## src/rtl/cmos_pkg.sv

```systemverilog
// Shared types and constants for the OV5640 pixel capture path.
package cmos_pkg;

    localparam int unsigned XW = 11;
    localparam int unsigned YW = 10;
    localparam int unsigned FW = 8;

    localparam int unsigned DefHActive = 1024;
    localparam int unsigned DefVActive = 768;

    typedef logic [1:0] state_t;

    localparam state_t StIdle   = 2'd0;
    localparam state_t StWaitVs = 2'd1;
    localparam state_t StSkip   = 2'd2;
    localparam state_t StActive = 2'd3;

endpackage

```

## src/rtl/edge_det.sv

```systemverilog
// Rise/fall detector: compares a registered input against its own one-cycle delay.
module edge_det (
    input  logic clk,
    input  logic rst,
    input  logic sig,
    output logic rise,
    output logic fall
);

    logic sig_q;

    always_ff @(posedge clk or posedge rst) begin
        if (rst) begin
            sig_q <= 1'b0;
        end else begin
            sig_q <= sig;
        end
    end

    assign rise = sig & ~sig_q;
    assign fall = ~sig & sig_q;

endmodule

```

## src/rtl/cmos_pixel_packer.sv

```systemverilog
// Packs the sensor's RGB565 byte stream into 16-bit pixel strobes, dropping start-up frames
// and tracking pixel/line position and malformed lines.
module cmos_pixel_packer
    import cmos_pkg::*;
#(
    parameter int unsigned H_ACTIVE    = DefHActive,
    parameter int unsigned V_ACTIVE    = DefVActive,
    parameter int unsigned SKIP_FRAMES = 10
) (
    input  logic          clk,
    input  logic          rst,
    input  logic          init_done,
    input  logic          cmos_vsync,
    input  logic          cmos_href,
    input  logic [7:0]    cmos_data,
    output logic          pix_we,
    output logic [15:0]   pix_data,
    output logic          frame_valid,
    output logic [XW-1:0] pix_x,
    output logic [YW-1:0] pix_y,
    output logic [FW-1:0] frame_cnt,
    output logic          line_err
);

    if (H_ACTIVE < 1 || H_ACTIVE > 2047 || V_ACTIVE > 1024 || SKIP_FRAMES > 255)
    begin : g_bad_params
        $error("cmos_pixel_packer: parameter out of range");
    end

    localparam logic [11:0] LineBytes = 12'(2 * H_ACTIVE);
    localparam logic [7:0]  SkipLim   = 8'(SKIP_FRAMES);

    logic        vs_q, hr_q;
    logic [7:0]  d_q;
    logic        vs_rise, vs_fall, hr_rise, hr_fall;

    state_t      state_q, state_d;
    logic [7:0]  skip_q, skip_d;
    logic        frame_end;

    logic        phase_q, phase_d;
    logic [7:0]  hi_q, hi_d;
    logic [11:0] byte_cnt_q, byte_cnt_d;
    logic        active;

    logic          pix_we_d;
    logic [15:0]   pix_data_d;
    logic          frame_valid_d;
    logic [XW-1:0] pix_x_d;
    logic [YW-1:0] pix_y_d;
    logic [FW-1:0] frame_cnt_d;
    logic          line_err_d;

    edge_det u_vs_edge (
        .clk  (clk),
        .rst  (rst),
        .sig  (vs_q),
        .rise (vs_rise),
        .fall (vs_fall)
    );

    edge_det u_hr_edge (
        .clk  (clk),
        .rst  (rst),
        .sig  (hr_q),
        .rise (hr_rise),
        .fall (hr_fall)
    );

    always_comb begin
        state_d   = state_q;
        skip_d    = skip_q;
        frame_end = 1'b0;
        if (!init_done) begin
            state_d = StIdle;
            skip_d  = '0;
        end else begin
            case (state_q)
                StIdle:   state_d = StWaitVs;
                StWaitVs: begin
                    if (vs_fall) begin
                        state_d = (skip_q < SkipLim) ? StSkip : StActive;
                    end
                end
                StSkip: begin
                    if (vs_rise) begin
                        state_d = StWaitVs;
                        skip_d  = skip_q + 8'd1;
                    end
                end
                StActive: begin
                    if (vs_rise) begin
                        state_d   = StWaitVs;
                        frame_end = 1'b1;
                    end
                end
                default:  state_d = StIdle;
            endcase
        end
    end

    always_comb begin
        active = init_done && (state_q == StActive);

        // Frame start wins over a byte arriving in the same cycle: phase restarts at 0.
        phase_d = hr_q && !vs_fall && !phase_q;
        hi_d    = (hr_q && !phase_q && !vs_fall) ? d_q : hi_q;

        pix_we_d   = active && hr_q && phase_q && !vs_rise && !vs_fall;
        pix_data_d = pix_we_d ? {hi_q, d_q} : pix_data;

        byte_cnt_d = byte_cnt_q;
        if (vs_fall) begin
            byte_cnt_d = '0;
        end else if (hr_rise) begin
            byte_cnt_d = 12'd1;
        end else if (hr_q && (byte_cnt_q != '1)) begin
            byte_cnt_d = byte_cnt_q + 12'd1;
        end

        line_err_d = active && hr_fall && (byte_cnt_q != LineBytes);

        pix_x_d = pix_x;
        if (vs_fall || hr_fall) begin
            pix_x_d = '0;
        end else if (pix_we && (pix_x != '1)) begin
            pix_x_d = pix_x + XW'(1);
        end

        pix_y_d = pix_y;
        if (vs_fall) begin
            pix_y_d = '0;
        end else if (hr_fall && (byte_cnt_q != '0) && (pix_y != '1)) begin
            pix_y_d = pix_y + YW'(1);
        end

        frame_cnt_d   = frame_end ? frame_cnt + FW'(1) : frame_cnt;
        frame_valid_d = (state_d == StActive);
    end

    always_ff @(posedge clk or posedge rst) begin
        if (rst) begin
            vs_q        <= 1'b0;
            hr_q        <= 1'b0;
            d_q         <= '0;
            state_q     <= StIdle;
            skip_q      <= '0;
            phase_q     <= 1'b0;
            hi_q        <= '0;
            byte_cnt_q  <= '0;
            pix_we      <= 1'b0;
            pix_data    <= '0;
            frame_valid <= 1'b0;
            pix_x       <= '0;
            pix_y       <= '0;
            frame_cnt   <= '0;
            line_err    <= 1'b0;
        end else begin
            vs_q        <= cmos_vsync;
            hr_q        <= cmos_href;
            d_q         <= cmos_data;
            state_q     <= state_d;
            skip_q      <= skip_d;
            phase_q     <= phase_d;
            hi_q        <= hi_d;
            byte_cnt_q  <= byte_cnt_d;
            pix_we      <= pix_we_d;
            pix_data    <= pix_data_d;
            frame_valid <= frame_valid_d;
            pix_x       <= pix_x_d;
            pix_y       <= pix_y_d;
            frame_cnt   <= frame_cnt_d;
            line_err    <= line_err_d;
        end
    end

endmodule

```

## config.mk

```make
export PLATFORM = sky130hd
export DESIGN_NAME = cmos_pixel_packer
export DESIGN_NICKNAME = d
export VERILOG_FILES = /design/src/rtl/cmos_pkg.sv /design/src/rtl/edge_det.sv /design/src/rtl/cmos_pixel_packer.sv
export SDC_FILE = /design/constraint.sdc
export NUM_CORES = 1
export LEC_CHECK = 0
export CORE_UTILIZATION = 40
export CTS_BUF_LIST = sky130_fd_sc_hd__clkbuf_8 sky130_fd_sc_hd__clkbuf_16
export DETAILED_ROUTE_END_ITERATION = 6
export SLEW_MARGIN = 20
export SYNTH_ARGS = -nofsm -noshare
export SYNTH_HDL_FRONTEND = slang
export SYNTH_SLANG_ARGS = --single-unit
```

## constraint.sdc

```tcl
create_clock -name clk -period 3.09 [get_ports clk]
set_input_delay 0.4635 -clock clk [delete_from_list [all_inputs] [get_ports clk]]
set_output_delay 0.4635 -clock clk [all_outputs]
set_load 0.02 [all_outputs]
```

==> run_results.csv, run 1 <==
group,metric,value,unit
outcome,run_status,"finished, final reports clean",
placement,gp_congestion,0.7816,
timing,hold_slack,0.4892,ns
die,fp.dieW,101.7,um
synthesis,synthesis.nets,358,
synthesis,ys_seq_elements,91,
clock_tree,cts_resized,0,
timing,rsz0062_at_grt,"no",
run,max_cap_viol_count,0,
layout,seqCellArea,2277,sq um
detailed_routing,drc_errors,0,
timing,layout_min_cycle_time,2.088,ns
timing,setup_tns,0,ns
layout,drive_gt1_frac,0.1359,
detailed_routing,dr.pass1.iters,4,
critical_path,endpoint_kind,"flip-flop",
critical_path,cp.required,3.33,ns
synthesis,synthFlopType,"dfrtp_1",
hold_path,hp-class,"flip-flop to flip-flop",
clock_tree,cts_num_sinks,91,
clock_tree,cts.clk_slew.worst_paths,0.10,ns
layout,final_common_cell,"dfrtp_1",
synthesis,ys_types,43,
global_route,grt_overflow,0,
synthesis,syn_area,3974,sq um
die,ios,61,
synthesis,synth_area_leader_cell,"dfrtp_1",
global_route,grt_antenna_before_repair,0,
synthesis,async_flop_share,1.000,
pwr,peakVddDrop,266.3,uV
die,dieHeight,101.7,um
global_route,grt_pass1_wl,12680,um
detailed_routing,final_antenna_net_count,0,
clock_tree,cts_tree,"done",
global_route,first_global_vias,2723,
synthesis,synth-edff-count,0,
layout,n_antenna_cell,0,
die,core_area,9684,sq um
global_route,grt.busiest_layer,"met2",
synthesis,synth_area_leaders,"dfrtp_1 (57%), mux2_2 (7.1%), xnor2_1 (4.2%)",
critical_path,crit_start,"init_done",
critical_path,reg2reg_slack,1.08,ns
critical_path,r2r-end,"pix_y[8]$_DFFE_PP0P_",
clock_tree,insertion_delay,0.35,ns
timing,finalHoldViolations,0,
die,start_util,0.4103,
critical_path,crit_end,"pix_data[14]$_DFFE_PP0P_",
global_route,grt_max_degree,92,
layout,fill_cells,883,
clock_tree,htreeDepth,3,
layout,layout.nets,426,
clock_tree,hold_buffers,0,
synthesis,ys_warn_count,0,
timing,slew_violations,0,
layout,area_growth,26.04,%
pwr,powerDensity,499.5,nW/um^2
pwr,leakagePower,2.208,nW
critical_path,cp.arrival,2.33,ns
layout,layout_common_cells,"dfrtp_1 (91), clkdlybuf4s50_1 (60), nor2_1 (32)",
placement,io_buffers,60,
synthesis,ys_seq_area_frac,0.5730,
die,die_area,10340,sq um
timing,worst_slew_pin_slew,0.7864,ns
die,rows,36,
placement,place_hpwl,4817,um
critical_path,cp_max_fo,17,
critical_path,ff2ff_path_depth,5,
critical_path,r2r_start,"byte_cnt_q[5]$_DFFE_PP0P_",
clock_tree,post_cts_buffers,0,
global_route,track_usage,0.1575,
critical_path,worstSetupPathType,"input port to flip-flop",
global_route,use_met1,0.2216,
clock_tree,numCtsBuffers,9,
detailed_routing,post_drt_wl_per_cell,13.21,um
synthesis,syn_area_per_cell,11.72,sq um
timing,fin_crit_sh,0.6757,
critical_path,start_kind,"input port",
clock_tree,clock_path_buffers,2,
clock_tree,cts_root_buffer,"clkbuf_8",
timing,maxSlewHeadroom,0.4729,
global_route,met3_usage,0.03658,
layout,multiInputGateArea,1640,sq um
detailed_routing,drt_iter0_drc,84,
detailed_routing,vias_per_cell,4.945,
detailed_routing,vias,2695,
timing,max_freq,479.0,MHz
detailed_routing,routed_wl,7200,um
synthesis,synthCells,339,
global_route,use_met2,0.2360,
timing,skew,0.008520,ns
synthesis,synth_top_cell_area_share,0.5730,
timing,final-setup-viol-count,0,
==> registers in the layout (all words and copies together) (netlist names) <==
register and cells:
u_hr_edge.sig_q 1, u_vs_edge.sig_q 1, skip_q 8, pix_x 11
phase_q 1, pix_y 10, d_q 8, line_err 1
byte_cnt_q 12, hi_q 8, frame_cnt 8, pix_data 16
hr_q 1, state_q 2, vs_q 1, frame_valid 1
pix_we 1
==> worst min-delay path by stage <==
stage                              from                   endpoint  slack [ns]  cells after the start
2_1_floorplan            hr_q$_DFF_PP0_  u_hr_edge.sig_q$_DFF_PP0_        0.35                      0
3_3_place_gp   frame_cnt[7]$_DFFE_PP0P_   frame_cnt[7]$_DFFE_PP0P_        0.48                      1
6_report       frame_cnt[7]$_DFFE_PP0P_   frame_cnt[7]$_DFFE_PP0P_        0.49                      1
3_5_place_dp   frame_cnt[7]$_DFFE_PP0P_   frame_cnt[7]$_DFFE_PP0P_        0.48                      1
4_1_cts        frame_cnt[7]$_DFFE_PP0P_   frame_cnt[7]$_DFFE_PP0P_        0.50                      1
5_1_grt        frame_cnt[7]$_DFFE_PP0P_   frame_cnt[7]$_DFFE_PP0P_        0.51                      1
==> cell type report <==
class | count | area share
clock buffer | 9 | 0.02473
timing repair buffer | 65 | 0.1299
sequential | 91 | 0.4547
inverter | 7 | 0.005496
clock inverter | 7 | 0.02448
tap | 133 | 0.03323
multi-input combinational | 233 | 0.3275
==> synthesized netlist by cell type (all sizes together) (3+ instances only) <==
master,number
dfrtp,91
nor2,32
mux2,25
nand2,24
nand3,20
xnor2,19
xor2,14
a21oi,9
and2,9
nand4,9
o21ai,8
and3,7
clkbuf,7
inv,7
a31oi,6
and4,6
ha,6
nor2b,5
nor3,5
nor4,5
nand2b,3
==> per-layer routing <==
layer | wire [um] | part of all wire | vias to the layer above
met2 | 3087 | 0.43 | 55
li1 | - | - | 1322
met5 | 0 | 0 | -
met3 | 233 | 0.032 | 9
met1 | 3782 | 0.53 | 1309
met4 | 96 | 0.013 | 0
==> metrics by stage <==
stage                     instance area, sq um  power (W)    util  cells  setup WS, ns
after global routing                      5009   0.002617  0.5172    545        0.8273
after detailed placement                  4762   0.001550  0.4917    529        0.6111
after CTS                                 5009   0.002549  0.5172    545        0.9802
after floorplan                           3974   0.001447       -    339        0.2629
final                                     5009   0.002502  0.5172    545         1.002
after global placement                    4762   0.001546  0.4917    529        0.6270
==> critical path: stages <==
cell             delay [ns]
clkdlybuf4s50_1        0.66
nand3_1                0.25
nor4_4                 0.31
buf_4                  0.28
mux2_2                 0.36
==> cells by family after synthesis <==
logic type,synth area share
XOR/XNOR,0.07273
flip-flops,0.5730
adder cells (fa/ha/maj),0.01889
multiplexers,0.07588
AO/OA/AOI/OAI,0.05762
buffers and inverters,0.01637
AND/OR/NAND/NOR,0.1855
==> power by group <==
part,switching [W],internal [W]
Clock,0.000432,0.000546
Combinational,0.000119,0.000113
Sequential,0.0000450,0.00125
(Power assumes the default switching activity.)
==> inputs of run 2 (changes only) <==
==> constraint.sdc (replaced) <==
create_clock -name clk -period 1.7 [get_ports clk]
set_input_delay 0.255 -clock clk [delete_from_list [all_inputs] [get_ports clk]]
set_output_delay 0.255 -clock clk [all_outputs]
set_load 0.02 [all_outputs]
==> run 2 against run 1 <==
Effect of this change:
- the flow now finishes with violations (negative setup slack)
- largest cell class unchanged
- highest routed layer unchanged
- non-clock buffer count rose by 44
- die area did not move
- sequential power rose by 81%
- first-iteration DRC count fell by 4.8%
- flip-flop and latch count did not move
==> run_results.csv, run 2 (same netlist as run 1, synthesis figures left out) <==
group,metric,value,unit
critical_path,cp.required,2.00,ns
critical_path,cp_max_fo,5,
outcome,violations,"negative setup slack",
timing,layout_min_cycle_time,1.848,ns
global_route,grt_max_degree,54,
die,fp.dieW,101.7,um
outcome,run_status,"finished with violations",
global_route,use_met1,0.2249,
clock_tree,cts_num_sinks,91,
timing,worst_slew_pin_slew,0.4245,ns
clock_tree,insertion_delay,0.36,ns
critical_path,worstSetupPathType,"flip-flop to flip-flop",
detailed_routing,final_antenna_net_count,0,
layout,area_growth,36.56,%
layout,largest-register,"pix_data",
placement,place_hpwl,5578,um
critical_path,endpoint_kind,"flip-flop",
pwr,switching_share,0.2758,
timing,maxSlewHeadroom,0.7144,
placement,io_buffers,60,
die,ios,61,
critical_path,start_kind,"flip-flop",
detailed_routing,drc_errors,0,
detailed_routing,vias,2934,
clock_tree,cts_root_buffer,"clkbuf_8",
clock_tree,clock_path_buffers,2,
pwr,powerDensity,792.9,nW/um^2
die,dieHeight,101.7,um
timing,final.setup.worst_slack,-0.1478,ns
placement,placed_area,5097,sq um
global_route,grt_antenna_before_repair,0,
die,die_area,10340,sq um
placement,gp_congestion,0.7826,
global_route,use_met2,0.2770,
detailed_routing,drt_iter0_drc,80,
pwr,power_frac_seq,0.542,
pwr,leakagePower,2.648,nW
layout,final_cell_area,5426,sq um
die,rows,36,
die,start_util,0.4103,
timing,skew,0.01292,ns
timing,slew_violations,0,
detailed_routing,vias_per_cell,4.981,
global_route,grt_overflow,0,
pwr,p_sw,0.001186,W
layout,biggestRegsByFlops,"pix_data x16, byte_cnt_q x12, pix_x x11",
hold_path,hp-class,"input port to async pin",
detailed_routing,post_drt_wl_per_cell,13.55,um
layout,fill_cells,860,
pwr,peakVddDrop,398.5,uV
critical_path,ff2ff_path_depth,6,
timing,rsz0062_at_grt,"yes",
layout,n_antenna_cell,0,
run,max_cap_viol_count,0,
pwr,combPwrFrac,0.127,
placement,place_ws,-0.1979,ns
global_route,track_usage,0.1725,
pwr,p_clk_frac,0.331,
timing,final-setup-viol-count,10,
pwr,p_int,0.003116,W
layout,final_common_cell,"dfrtp_1",
timing,max_freq,541.2,MHz
clock_tree,hold_buffers,0,
critical_path,cp.arrival,2.15,ns
timing,fin_crit_sh,1.087,
layout,layout.nets,470,
clock_tree,htreeDepth,3,
timing,finalHoldViolations,0,
layout,largest_reg_flops,16,
clock_tree,cts_tree,"done",
global_route,first_global_vias,2935,
global_route,grt.busiest_layer,"met2",
clock_tree,cts.clk_slew.worst_paths,0.10,ns
die,core_area,9684,sq um
clock_tree,numCtsBuffers,9,
global_route,met3_usage,0.04210,
layout,layout_common_cells,"dfrtp_1 (91), buf_4 (44), clkdlybuf4s50_1 (37)",
layout,drive_gt1_frac,0.2566,
detailed_routing,dr.pass1.iters,4,
detailed_routing,routed_wl,7979,um
global_route,grt_pass1_wl,13740,um
-- run 2: cell count changes in the layout (fill, tap and decap cells not counted), moves of 3 or more --
cell             change
buf_4               +40
clkdlybuf4s50_1     -23
dlygate4sd2_1       +14
dlymetal6s2s_1       +9
bufinv_16            -3
clkinv_4             +3
-- run 2: final timing paths --
check	start	to	slack, ns
max in group asynchronous	rst	byte_cnt_q[10]$_DFFE_PP0P_	1.02
min in group clk	cmos_data[1]	d_q[1]$_DFF_PP0_	0.31
min reg2reg	frame_cnt[7]$_DFFE_PP0P_	frame_cnt[7]$_DFFE_PP0P_	0.48
max	byte_cnt_q[5]$_DFFE_PP0P_	pix_y[9]$_DFFE_PP0P_	-0.15
min	rst	frame_cnt[7]$_DFFE_PP0P_	0.17
max reg2reg	byte_cnt_q[5]$_DFFE_PP0P_	pix_y[9]$_DFFE_PP0P_	-0.15
-- run 2: final cells by class --
cell class	count	area, sq um	share of cell area
Clock buffer	9	123.9	0.02283
Clock inverter	7	72.57	0.01337
Inverter	7	30.03	0.005534
Multi-Input combinational cell	233	1738	0.3203
Sequential cell	91	2277	0.4196
Tap cell	133	166.4	0.03067
Timing Repair Buffer	109	1018	0.1877
-- run 2: what timing repair did --
action / in CTS / in global routing
setup endpoints to repair: 31 / 37
gates resized for setup: 23 / 24
pin swaps: 11 / 20
setup buffers: 2 / 3
-- run 2: worst max-delay path: stages, from the launching register on --
cell     delay, ns
dfrtp_1       0.40
or4_4         0.56
nor4b_4       0.31
buf_4         0.18
nor3_4        0.05
a21o_1        0.18
a21oi_2       0.10
-- run 2: power by group through the flow --
stage | registers, W | clock network [W] | logic, W
detailed placement | 0.00237 | 0 | 0.000515
global route | 0.00235 | 0.00155 | 0.000601
finish | 0.00233 | 0.00143 | 0.000546
global placement | 0.00237 | 0 | 0.000505
floorplan | 0.00242 | 0 | 0.000213
CTS | 0.00233 | 0.00147 | 0.000520
-- run 2: layer usage --
layer | share of wire | wire (um)
met3 | 0.041 | 331
met2 | 0.47 | 3770
met4 | 0.014 | 114
met1 | 0.47 | 3762
met5 | 0 | 0
-- run 2: metrics by stage --
stage	utilization	hold slack [ns]	power [W]	TNS, ns	instances
final	0.5603	0.1660	0.004302	-1.038	589
after global placement	0.5264	0.4651	0.002875	-3.755	570
after floorplan	-	0.2864	0.002632	-0.7022	339
after CTS	0.5500	0.1574	0.004317	-1.229	588
after detailed placement	0.5264	0.4692	0.002887	-4.876	570
after global routing	0.5603	0.1724	0.004496	-2.133	589
==> inputs of run 3 (changes only) <==
--- a/config.mk
+++ b/config.mk
@@ -8,6 +8,7 @@
 export CORE_UTILIZATION = 40
 export CTS_BUF_LIST = sky130_fd_sc_hd__clkbuf_8 sky130_fd_sc_hd__clkbuf_16
 export DETAILED_ROUTE_END_ITERATION = 6
+export PLACE_DENSITY_LB_ADDON = 0.05
 export SLEW_MARGIN = 20
 export SYNTH_ARGS = -nofsm -noshare
 export SYNTH_HDL_FRONTEND = slang
==> run 3 against run 2 <==
Effect of this change:
- the flow still finishes with violations (negative setup slack)
- cell area grew 0.23%
- flip-flop and latch count unchanged
- die area unchanged
- critical path depth unchanged
- register-to-register slack barely moved
- combinational power fell by 7.3%
- global-route usage down 0.54 points
- first-iteration DRC count up 2.5%
- via count shrank 2.4%
- non-clock buffer count shrank 1
- critical path type unchanged
- largest cell class unchanged
- largest power group unchanged
==> run_results.csv, run 3 (same netlist as run 1, synthesis figures left out) <==
group,metric,value,unit
timing,layout_min_cycle_time,1.845,ns
run,max_cap_viol_count,0,
pwr,power_frac_seq,0.542,
die,ios,61,
critical_path,reg2reg_slack,-0.15,ns
layout,largest-register,"pix_data",
placement,placed_area,5070,sq um
clock_tree,cts_num_sinks,91,
detailed_routing,dr.pass1.iters,4,
layout,n_antenna_cell,0,
die,fp.dieW,101.7,um
pwr,peakVddDrop,366.3,uV
critical_path,cp_max_fo,5,
detailed_routing,drt_iter0_drc,82,
layout,area_growth,36.87,%
clock_tree,cts_tree,"done",
clock_tree,insertion_delay,0.36,ns
global_route,use_met1,0.2174,
detailed_routing,drc_errors,0,
critical_path,r2r_start,"byte_cnt_q[3]$_DFFE_PP0P_",
clock_tree,cts_root_buffer,"clkbuf_8",
pwr,powerDensity,791.0,nW/um^2
global_route,grt_antenna_before_repair,0,
timing,rsz0062_at_grt,"yes",
die,rows,36,
outcome,violations,"negative setup slack",
global_route,grt.busiest_layer,"met2",
critical_path,start_kind,"flip-flop",
die,core_area,9684,sq um
critical_path,worstSetupPathType,"flip-flop to flip-flop",
timing,slew_violations,0,
layout,final_cell_area,5439,sq um
hold_path,min_to,"d_q[7]$_DFF_PP0_",
global_route,use_met2,0.2781,
layout,layout_common_cells,"dfrtp_1 (88), buf_4 (43), clkdlybuf4s50_1 (34)",
critical_path,r2r-end,"pix_y[9]$_DFFE_PP0P_",
detailed_routing,post_drt_wl_per_cell,13.16,um
layout,multiInputGateArea,1739,sq um
layout,final_common_cell,"dfrtp_1",
layout,seqCellArea,2281,sq um
hold_path,hp-class,"input port to flip-flop",
global_route,met3_usage,0.02830,
timing,skew,0.01366,ns
critical_path,endpoint_kind,"flip-flop",
die,dieHeight,101.7,um
detailed_routing,final_antenna_net_count,0,
global_route,grt_pass1_wl,13520,um
hold_path,whs_path_depth,1,
global_route,track_usage,0.1671,
clock_tree,cts.clk_slew.worst_paths,0.11,ns
die,start_util,0.4103,
die,die_area,10340,sq um
placement,io_buffers,60,
global_route,first_global_vias,3026,
detailed_routing,vias,2865,
layout,fill_cells,871,
timing,maxSlewHeadroom,0.6565,
hold_path,hp-start,"cmos_data[7]",
pwr,p_clk_frac,0.341,
pwr,p_sw,0.001198,W
timing,fin_crit_sh,1.085,
outcome,run_status,"finished with violations",
global_route,grt_max_degree,92,
timing,finalHoldViolations,0,
critical_path,ff2ff_path_depth,6,
clock_tree,numCtsBuffers,9,
pwr,combPwrFrac,0.118,
layout,largest_reg_flops,16,
global_route,grt_overflow,0,
placement,place_hpwl,5225,um
critical_path,cp.required,1.99,ns
layout,drive_gt1_frac,0.2593,
pwr,fin_total_pwr,0.004302,W
pwr,switching_share,0.2785,
timing,final-setup-viol-count,13,
clock_tree,htreeDepth,3,
layout,layout.nets,469,
timing,max_freq,542.0,MHz
timing,final.setup.worst_slack,-0.1450,ns
critical_path,cp.arrival,2.13,ns
detailed_routing,vias_per_cell,4.872,
critical_path,crit_start,"byte_cnt_q[3]$_DFFE_PP0P_",
clock_tree,clock_path_buffers,2,
detailed_routing,routed_wl,7737,um
layout,biggestRegsByFlops,"pix_data x16, byte_cnt_q x12, pix_x x11",
clock_tree,hold_buffers,0,
timing,worst_slew_pin_slew,0.5106,ns
pwr,leakagePower,2.720,nW
placement,gp_congestion,0.7614,
pwr,p_int,0.003104,W
## run 3: cell count changes in the layout (fill, tap and decap cells not counted), sizes merged
cell / change
buf: -1
clkinvlp: -1
dlygate4sd2: -2
clkdlybuf4s50: -3
clkinv: +1
dlymetal6s2s: +5
## run 3: how the worst max path moves through the flow
stage	slack, ns	end	cells after the start
floorplan	-0.13	pix_y[8]$_DFFE_PP0P_	4
finish	-0.15	pix_y[9]$_DFFE_PP0P_	6
detailed placement	-0.30	frame_cnt[5]$_DFFE_PP0P_	7
CTS	-0.17	pix_y[9]$_DFFE_PP0P_	6
global placement	-0.27	frame_cnt[5]$_DFFE_PP0P_	7
global route	-0.23	pix_y[9]$_DFFE_PP0P_	6
## run 3: repair_timing
| action | CTS | global route |
|---|---|---|
| pin swaps | 7 | 25 |
| gates resized for setup | 18 | 34 |
| setup endpoints to repair | 30 | 50 |
| setup buffers | 1 | 3 |
## run 3: critical path, stage by stage, from the launching register on
cell	delay [ns]
dfrtp_1	0.39
or4_4	0.55
nor4b_4	0.32
buf_6	0.18
nor3_4	0.06
a21o_1	0.18
a21oi_2	0.10
## run 3: layout make-up
cell class / count / share of cell area
multi-input cells: 233 / 0.3198
well taps: 133 / 0.03060
clock inverters: 7 / 0.01495
clock buffers: 9 / 0.02277
inverters: 7 / 0.005521
flip-flops and latches: 91 / 0.4194
repair buffers: 108 / 0.1870
## run 3: per-layer routing
metal  up-vias  part of all wire
li1       1414                 -
met1      1384              0.48
met2        56              0.47
met3        11             0.031
met4         0             0.020
met5         -                 0
## run 3: per-stage QoR
step	setup TNS, ns	utilization	std cells	setup slack (ns)	hold WS (ns)
2_1_floorplan	-0.7022	-	339	-0.1313	0.2864
3_3_place_gp	-5.879	0.5235	568	-0.2710	0.4487
3_5_place_dp	-6.438	0.5235	568	-0.3003	0.4499
4_1_cts	-1.242	0.5463	585	-0.1681	0.2994
5_1_grt	-2.761	0.5616	588	-0.2311	0.2977
6_report	-1.110	0.5616	588	-0.1450	0.3191
## run 3: power groups by stage
| stage | combinational (W) | sequential [W] | clock, W |
|---|---|---|---|
| after CTS | 0.000495 | 0.00233 | 0.00152 |
| after global routing | 0.000561 | 0.00235 | 0.00160 |
| after detailed placement | 0.000497 | 0.00237 | 0 |
| final | 0.000506 | 0.00233 | 0.00147 |
| after global placement | 0.000492 | 0.00237 | 0 |
| after floorplan | 0.000213 | 0.00242 | 0 |
